<file path="src/rtl/board_responder.sv">
// Battleship target-side responder: owns one N x N board, answers PLACE and SHOT
// requests with a 2-bit result code, and tracks ships still afloat.
module board_responder #(
    parameter int unsigned N         = 5,
    parameter int unsigned MAX_SHIPS = 5,
    parameter int unsigned CW        = $clog2(N),
    parameter int unsigned SW        = $clog2(MAX_SHIPS + 1)
) (
    input  logic          i_clk,
    input  logic          i_rst,
    input  logic          i_clear,
    input  logic          i_req_valid,
    output logic          o_req_ready,
    input  logic          i_req_op,
    input  logic [CW-1:0] i_req_x,
    input  logic [CW-1:0] i_req_y,
    output logic          o_rsp_valid,
    input  logic          i_rsp_ready,
    output logic [1:0]    o_rsp_result,
    output logic [SW-1:0] o_ships_left,
    output logic          o_all_sunk,
    output logic          o_busy
);

    localparam int unsigned CELLS = N * N;
    localparam int unsigned AW    = $clog2(CELLS);

    localparam logic [AW-1:0] LAST_IDX = AW'(CELLS - 1);
    localparam logic [SW-1:0] MAX_CNT  = SW'(MAX_SHIPS);

    localparam logic [2:0] ST_CLEAR  = 3'd0;
    localparam logic [2:0] ST_IDLE   = 3'd1;
    localparam logic [2:0] ST_LOOKUP = 3'd2;
    localparam logic [2:0] ST_UPDATE = 3'd3;
    localparam logic [2:0] ST_RESP   = 3'd4;

    localparam logic [1:0] CELL_EMPTY  = 2'd0;
    localparam logic [1:0] CELL_SHIP   = 2'd1;
    localparam logic [1:0] CELL_MISSED = 2'd2;
    localparam logic [1:0] CELL_STRUCK = 2'd3;

    // OK/MISS share 00, OCCUPIED/REPEAT share 10.
    localparam logic [1:0] RES_OK      = 2'b00;
    localparam logic [1:0] RES_HIT     = 2'b01;
    localparam logic [1:0] RES_TAKEN   = 2'b10;
    localparam logic [1:0] RES_INVALID = 2'b11;

    localparam logic OP_SHOT = 1'b1;

    logic [1:0]    r_board [CELLS];
    logic [2:0]    r_state;
    logic [AW-1:0] r_idx;
    logic          r_op;
    logic [CW-1:0] r_x;
    logic [CW-1:0] r_y;
    logic [AW-1:0] r_addr;
    logic [1:0]    r_cell;
    logic          r_oor;
    logic          r_rsp_valid;
    logic [1:0]    r_rsp_result;
    logic [SW-1:0] r_ships_placed;
    logic [SW-1:0] r_ships_left;
    logic          r_locked;
    logic          r_all_sunk;

    logic          w_restart;
    logic          w_in_range;
    logic [AW-1:0] w_addr;
    logic [1:0]    w_result;
    logic          w_wr_en;
    logic [1:0]    w_wr_val;
    logic [SW-1:0] w_placed_d;
    logic [SW-1:0] w_left_d;
    logic          w_locked_d;

    assign w_restart  = i_rst || i_clear;
    assign w_in_range = (32'(r_x) < N) && (32'(r_y) < N);
    assign w_addr     = AW'(r_y) * AW'(N) + AW'(r_x);

    assign o_req_ready  = (r_state == ST_IDLE);
    assign o_busy       = (r_state == ST_CLEAR);
    assign o_rsp_valid  = r_rsp_valid;
    assign o_rsp_result = r_rsp_result;
    assign o_ships_left = r_ships_left;
    assign o_all_sunk   = r_all_sunk;

    // Decide result, cell write and counter updates from the looked-up cell.
    always_comb begin
        w_result   = RES_INVALID;
        w_wr_en    = 1'b0;
        w_wr_val   = CELL_EMPTY;
        w_placed_d = r_ships_placed;
        w_left_d   = r_ships_left;
        w_locked_d = r_locked;
        if (r_op == OP_SHOT) begin
            if (!r_oor && (r_ships_placed != '0)) begin
                w_locked_d = 1'b1;
                unique case (r_cell)
                    CELL_EMPTY: begin
                        w_result = RES_OK;
                        w_wr_en  = 1'b1;
                        w_wr_val = CELL_MISSED;
                    end
                    CELL_SHIP: begin
                        w_result = RES_HIT;
                        w_wr_en  = 1'b1;
                        w_wr_val = CELL_STRUCK;
                        w_left_d = r_ships_left - 1'b1;
                    end
                    default: w_result = RES_TAKEN;
                endcase
            end
        end else begin
            if (r_oor || r_locked || (r_ships_placed == MAX_CNT)) begin
                w_result = RES_INVALID;
            end else if (r_cell != CELL_EMPTY) begin
                w_result = RES_TAKEN;
            end else begin
                w_result   = RES_OK;
                w_wr_en    = 1'b1;
                w_wr_val   = CELL_SHIP;
                w_placed_d = r_ships_placed + 1'b1;
                w_left_d   = r_ships_left + 1'b1;
            end
        end
    end

    // Board storage: sweep-clear one cell per cycle, otherwise the single UPDATE write.
    always_ff @(posedge i_clk) begin
        if (r_state == ST_CLEAR) begin
            r_board[r_idx] <= CELL_EMPTY;
        end else if (!w_restart && (r_state == ST_UPDATE) && w_wr_en) begin
            r_board[r_addr] <= w_wr_val;
        end
    end

    // Control FSM and counters; rst/clear restart the game from any state.
    always_ff @(posedge i_clk) begin
        if (w_restart) begin
            r_state        <= ST_CLEAR;
            r_idx          <= '0;
            r_rsp_valid    <= 1'b0;
            r_rsp_result   <= 2'b00;
            r_ships_placed <= '0;
            r_ships_left   <= '0;
            r_locked       <= 1'b0;
            r_all_sunk     <= 1'b0;
        end else begin
            case (r_state)
                ST_CLEAR: begin
                    if (r_idx == LAST_IDX) begin
                        r_state <= ST_IDLE;
                    end else begin
                        r_idx <= r_idx + 1'b1;
                    end
                end
                ST_IDLE: begin
                    if (i_req_valid) begin
                        r_op    <= i_req_op;
                        r_x     <= i_req_x;
                        r_y     <= i_req_y;
                        r_state <= ST_LOOKUP;
                    end
                end
                ST_LOOKUP: begin
                    // Out-of-range coordinates never index the board.
                    r_cell  <= w_in_range ? r_board[w_addr] : CELL_EMPTY;
                    r_oor   <= !w_in_range;
                    r_addr  <= w_addr;
                    r_state <= ST_UPDATE;
                end
                ST_UPDATE: begin
                    r_rsp_valid    <= 1'b1;
                    r_rsp_result   <= w_result;
                    r_ships_placed <= w_placed_d;
                    r_ships_left   <= w_left_d;
                    r_locked       <= w_locked_d;
                    r_all_sunk     <= (w_placed_d != '0) && (w_left_d == '0);
                    r_state        <= ST_RESP;
                end
                ST_RESP: begin
                    if (i_rsp_ready) begin
                        r_rsp_valid <= 1'b0;
                        r_state     <= ST_IDLE;
                    end
                end
                default: begin
                    r_state <= ST_CLEAR;
                    r_idx   <= '0;
                end
            endcase
        end
    end

endmodule
</file>
<file path="config.mk">
export PLATFORM = sky130hd
export DESIGN_NAME = board_responder
export DESIGN_NICKNAME = d
export VERILOG_FILES = /design/src/rtl/board_responder.sv
export SDC_FILE = /design/constraint.sdc
export NUM_CORES = 1
export LEC_CHECK = 0
export BUFFER_PORTS_ARGS = -buffer_cell sky130_fd_sc_hd__buf_2
export CAP_MARGIN = 20
export CORE_ASPECT_RATIO = 2
export CORE_MARGIN = 2
export CORE_UTILIZATION = 45
export CTS_BUF_LIST = sky130_fd_sc_hd__clkbuf_16
export DETAILED_ROUTE_END_ITERATION = 7
export PLACE_DENSITY = 0.73
export SYNTH_ARGS = -nofsm -noshare
export SYNTH_HDL_FRONTEND = slang
export SYNTH_SLANG_ARGS = --single-unit
</file>
<file path="constraint.sdc">
create_clock -name i_clk -period 3.6 [get_ports i_clk]
set_clock_uncertainty 0.2 [all_clocks]
set_input_delay 0.72 -clock i_clk [delete_from_list [all_inputs] [get_ports i_clk]]
set_output_delay 0.72 -clock i_clk [all_outputs]
set_load 0.1 [all_outputs]
</file>
Word-level counts from Yosys, hierarchy flattened:

Memories as Yosys holds them, arrays and structs flattened. A register that Yosys moved wholly into a read port is not among the register bits.
Cells that the tools add are included.
Widths: inputs -> output; s select.

* shift operators: 0
* $lt $le $gt $ge: 2
* add/subtract/negate cells: 5
* multiplexer cells: 39
* equality and inequality tests: 11
* reduce and logical (&&, ||, !) cells: 28
* multiply operators: 1
* bitwise gates (word level): 2
* div/mod/pow operators: 0

Operators by type and width (number)
* $mux 3: 11
* $pmux 3 s5: 1
* $mux 1: 14
* $mux 2: 7
* $mux 5: 2
* $pmux 5 s2: 1
* $reduce_and 3->1: 3
* $pmux 2 s2: 2
* $add 3x1->3 const B: 2
* $eq 3x2->1 const B: 2
* $eq 3x3->1 const B: 2
* $logic_not 3->1: 2
* $lt 3x3->1 const B: 2
* $ne 2x2->1 const B: 3
* $reduce_and 2->1: 3
* $reduce_bool 3->1: 2
* $add 5x1->5 const B: 1
* $add 5x3->5: 1
* $eq 5x5->1 const B: 1
* $logic_and 1x1->1: 5
* $mul 3x3->5 const B: 1
* $logic_not 1->1: 4
* $reduce_bool 2->1: 2
* $reduce_or 2->1: 2
* 9 further kinds: 12

* bits in registers: 32
* logic and storage cells: 102
* memories: 1
* latch bits: 0
* memory bits (read-only): 0
* RAM bits: 50
* output and inout bits: 9

Memory list
* r_board: words 25, width 2, read ports 1, clocked after Yosys merged registers in 1, write ports 1, line 50 `logic [1:0] r_board [CELLS];`

Logic depth before layout (Yosys ltp):

* depth after elaboration: 11
* gate-level depth with buffers: 9
* mapped depth without buffers: 9

Least setup slack after synthesis:

Ideal clock, no wire load.

* kind: register to register
* start point: register r_state[0]
* end point: memory r_board[8][0], enable pin
* period minus slack after synthesis: 4038 ps
* slack: -438 ps
* data required time: 3091 ps
* setup time: 309 ps
* stages on the path, launching flop included: 6
* arrival: 3530 ps
* cell sequence: dfxtp_1 > buf_2 > nor3_1 > nand2_1 > o32a_4 > nor2_1

* elaborated cells on any way between the ends: 12
* those cells by class: eq/ne: 1; mux: 7; reduce/logical: 4

RTL lines
* from (decl): line 51 `logic [2:0] r_state;`
* from (signal assigned): line 140 `r_state <= ST_CLEAR;`
* from (signal assigned): line 152 `r_state <= ST_IDLE;`
* from (signal assigned): line 162 `r_state <= ST_LOOKUP;`
* $logic_not 3->1 (*)
* net o_busy: line 22 `output logic o_busy`
* $mux 1: line 130 `if (r_state == ST_CLEAR) begin`
* $mux 1 (not written as such): line 133 `r_board[r_addr] <= w_wr_val;`
* $reduce_or 2->1 (no line)
* $mux 5 (no line) or $mux 1 (tied branches)
* to (decl): line 50

Mark *: on every way through the listed nets, which the timed path passes. The rest lies on a longest branch.

Worst setup path in the final report:

* start point: register r_y[0]
* end point: register r_cell[0] (read register of r_board), data pin

* elaborated cells on any way between the ends: 5
* those cells by class: add/sub: 1; mul: 1; order compare: 1; reduce/logical: 2

RTL lines
* from (decl): line 55 `logic [CW-1:0] r_y;`
* from (signal assigned): line 161 `r_y <= i_req_y;`
* $mul 3x3->5: line 78 `assign w_addr = AW'(r_y) * AW'(N) + AW'(r_x);`
* $add 5x3->5: line 78
* net w_addr[3]: line 68 `logic [AW-1:0] w_addr;`
* to (decl): line 57 `logic [1:0] r_cell;`

The timed path passes the listed nets, and every way through them passes these cells.
A chain may end at the register's enable or synchronous reset.

==> run_results.csv <==
group,metric,value,unit
synthesis,synth-edff-count,65,
setup_path,critical_path_required,3.50,ns
pwr,power.density,427.2,nW/um2
timing,hold_viol_final,0,
detailed_routing,wl_per_cell,18.56,um
synthesis,yosysSeqAreaShare,57.44,%
clock_tree,cts_tree,"done",
placement,place_area,4279,um2
global_route,antenna_found_initial,0,
floorplanning,core,8890,um2
layout,regArea,2332,um2
layout,drive_gt1_share,20.00,%
floorplanning,die_h,138.3,um
timing,finalSetupViolations,0,
floorplanning,rows,49,
layout,multi_input_area,1644,um2
synthesis,yosys_warnings,0,
detailed_routing,via_count,2569,
timing,slew_violations,0,
placement,dpl.cell_count,431,
setup_path,critical_path_class,"reg -> reg",
timing,worstMarginPinSlew,0.7675,ns
placement,hpwl,6176,um
pwr,leakagePower,1.618,nW
clock_tree,clk_pin_slew,0.07,ns
global_route,grt_pass1_wl,13520,um
global_route,grt_pass1_vias,2783,
synthesis,ys_types,51,
synthesis,synth_ff_type,"edfxtp_1",
setup_path,path_cells,"ha_1, ha_1, fa_1, xnor2_1, inv_1, nand3_1, nand4_1, mux2i_1, nor2_1",
clock_tree,postCtsHoldBufs,0,
setup_path,critPathSlowestCell,"xnor2_1",
detailed_routing,drt_iter0_drc,159,
synthesis,syn-num-nets,346,
min_path,hold_path_class,"reg -> reg",
clock_tree,htree_levels,3,
setup_path,end_kind,"flip-flop",
floorplanning,die_area,9844,um2
detailed_routing,ant_nets,0,
setup_path,critPathMaxStageDelay,0.52,ns
layout,diodes,0,
timing,rsz0062_at_grt,"no",
timing,period_share,87.78,%
synthesis,avgSynthCellArea,12.77,um2
job,drv_cap,0,
setup_path,path_common_cell,"ha_1",
placement,gp_congestion,0.9028,
timing,max_clock_freq,316.5,MHz
detailed_routing,wl,8297,um
layout,fin_area,4561,um2
setup_path,start_kind,"flip-flop",
clock_tree,clk_latency,0.34,ns
pwr,ir_drop,228.1,uV
clock_tree,cts_resized,0,
synthesis,synth_cells,318,
floorplanning,initial_utilization,45.67,%
timing,min_period,3.160,ns
setup_path,crit_fanout,9,
global_route,grtUsageTotal,18.43,%
clock_tree,clock_path_buffers,2,
synthesis,ys_ff_latch,84,
clock_tree,post_cts_buffers,0,
timing,maxSlewHeadroom,48.83,%
pwr,power,1.948,mW
layout,nFillCells,777,
floorplanning,io_pins,21,
detailed_routing,viasPerCell,5.747,
layout,area_delta_synth_final,12.33,%
detailed_routing,drc,0,
placement,portBuffers,20,
setup_path,cp.arrival,3.06,ns
setup_path,worst-path-buf-inv,1,
clock_tree,clock-sinks,84,
outcome,status,"finished clean",
detailed_routing,first_pass_iters,4,
synthesis,async_reset_ff_share,0,%
floorplanning,die_width,71.17,um
global_route,grt_max_degree,26,
timing,tns,0,ns
clock_tree,cts_root_buffer,"clkbuf_16",
clock_tree,numCtsBuffers,9,
setup_path,crit_family,"adder cells",
synthesis,synth_area,4060,um2
layout,instances_no_fill,447,
layout,fin_nets,368,
global_route,overflow,0,
==> cell type report <==
cell class | instances | share of cell area, %
Clock buffer | 9 | 4.938
Inverter | 10 | 0.8230
Timing Repair Buffer | 25 | 3.018
Sequential cell | 84 | 51.14
Multi-Input combinational cell | 210 | 36.05
Clock inverter | 7 | 1.235
Tap cell | 102 | 2.798
==> path summary, 6_finish.rpt <==
check | startpoint | endpoint | slack (ns) | cells after the start
worst max-delay path | r_y[0] | r_cell[0] | 0.44 | 9
worst min-delay path | o_rsp_result[0] | o_rsp_result[0] | 0.26 | 2
worst max register to register | r_y[0] | r_cell[0] | 0.44 | 9
worst min register to register | o_rsp_result[0] | o_rsp_result[0] | 0.26 | 2
==> sequential cells by signal (all words and copies together) (netlist names), 2 cells and up <==
signal	flops
r_board	50
o_ships_left	3
r_idx	5
r_cell	2
r_state	3
o_rsp_result	2
r_x	3
r_y	3
r_ships_placed	3
r_addr	5
==> stage by stage <==
step / utilization [%] / hold WS (ns) / setup slack [ns]
3_5_place_dp: 48.14 / 0.2458 / 0.4873
4_1_cts: 51.30 / 0.2561 / 0.4778
6_report: 51.30 / 0.2561 / 0.4400
3_3_place_gp: 48.14 / 0.2416 / 0.5992
2_1_floorplan: - / 0.2416 / 0.3234
5_1_grt: 51.30 / 0.3001 / 0.2328
==> report_power, final <==
part,internal [mW],switching (mW),leakage (nW)
Sequential,1.04,0.00231,0.723
Clock,0.478,0.400,0.138
Combinational,0.0135,0.0188,0.757
Total,1.53,0.421,1.62
==> placed cells by master, fill, tap and decap left out, types with 3 or more instances in the layout <==
cell and instances:
buf_4 5, xnor2_1 5, nand2b_1 4, and3_1 4
buf_2 20, o211ai_1 3, o21ai_0 9, nand4_1 3
nand3_1 9, nor2_1 47, nand2_1 17, and3b_1 3
mux2i_1 10, xor2_1 7, ha_1 15, clkbuf_16 9
inv_6 5, inv_1 10, dfxtp_1 19, nand3b_1 3
a211oi_1 4, a21oi_1 8, nor3_1 6, mux4_2 12
edfxtp_1 65, nor3b_1 7
==> cells in the mapped netlist, drive strengths merged, types with 8 or more instances <==
library cell  count  area share (%)
mux2i            10             2.5
inv              10            0.92
nor3b             8             1.5
nand3            10             1.5
buf               9             1.2
nand2            17             1.6
edfxtp           65              48
dfxtp            19             9.4
ha               15             4.6
a21oi             9             1.2
nor2             47             4.3
mux4             12             6.7
o21ai             9             1.1
==> cell families (layout without fill, tap and decap cells) <==
family / after synthesis / in the layout / synth area share (%)
and+or+nand+nor: 122 / 122 / 15.65
xor gates and xnor gates: 12 / 12 / 2.589
buffers and inverters: 24 / 51 / 2.619
adders and majority gates: 16 / 16 / 5.116
AOI/OAI and AO/OA: 37 / 37 / 7.181
DFF: 84 / 84 / 57.44
muxes: 23 / 23 / 9.399
==> layer usage <==
layer,global-route usage [%],up-vias,wire (um)
met1,16.95,1301,2885
met4,9.335,0,223
li1,-,1227,-
met5,0,-,0
met3,3.717,13,143
met2,35.92,28,5044
==> tightest hold or removal path, cell delays in order (launching register included) <==
cell,delay [ns]
dfxtp_1,0.31
nand2_1,0.05
a21oi_1,0.05
Power figures use the tool's default switching activity.
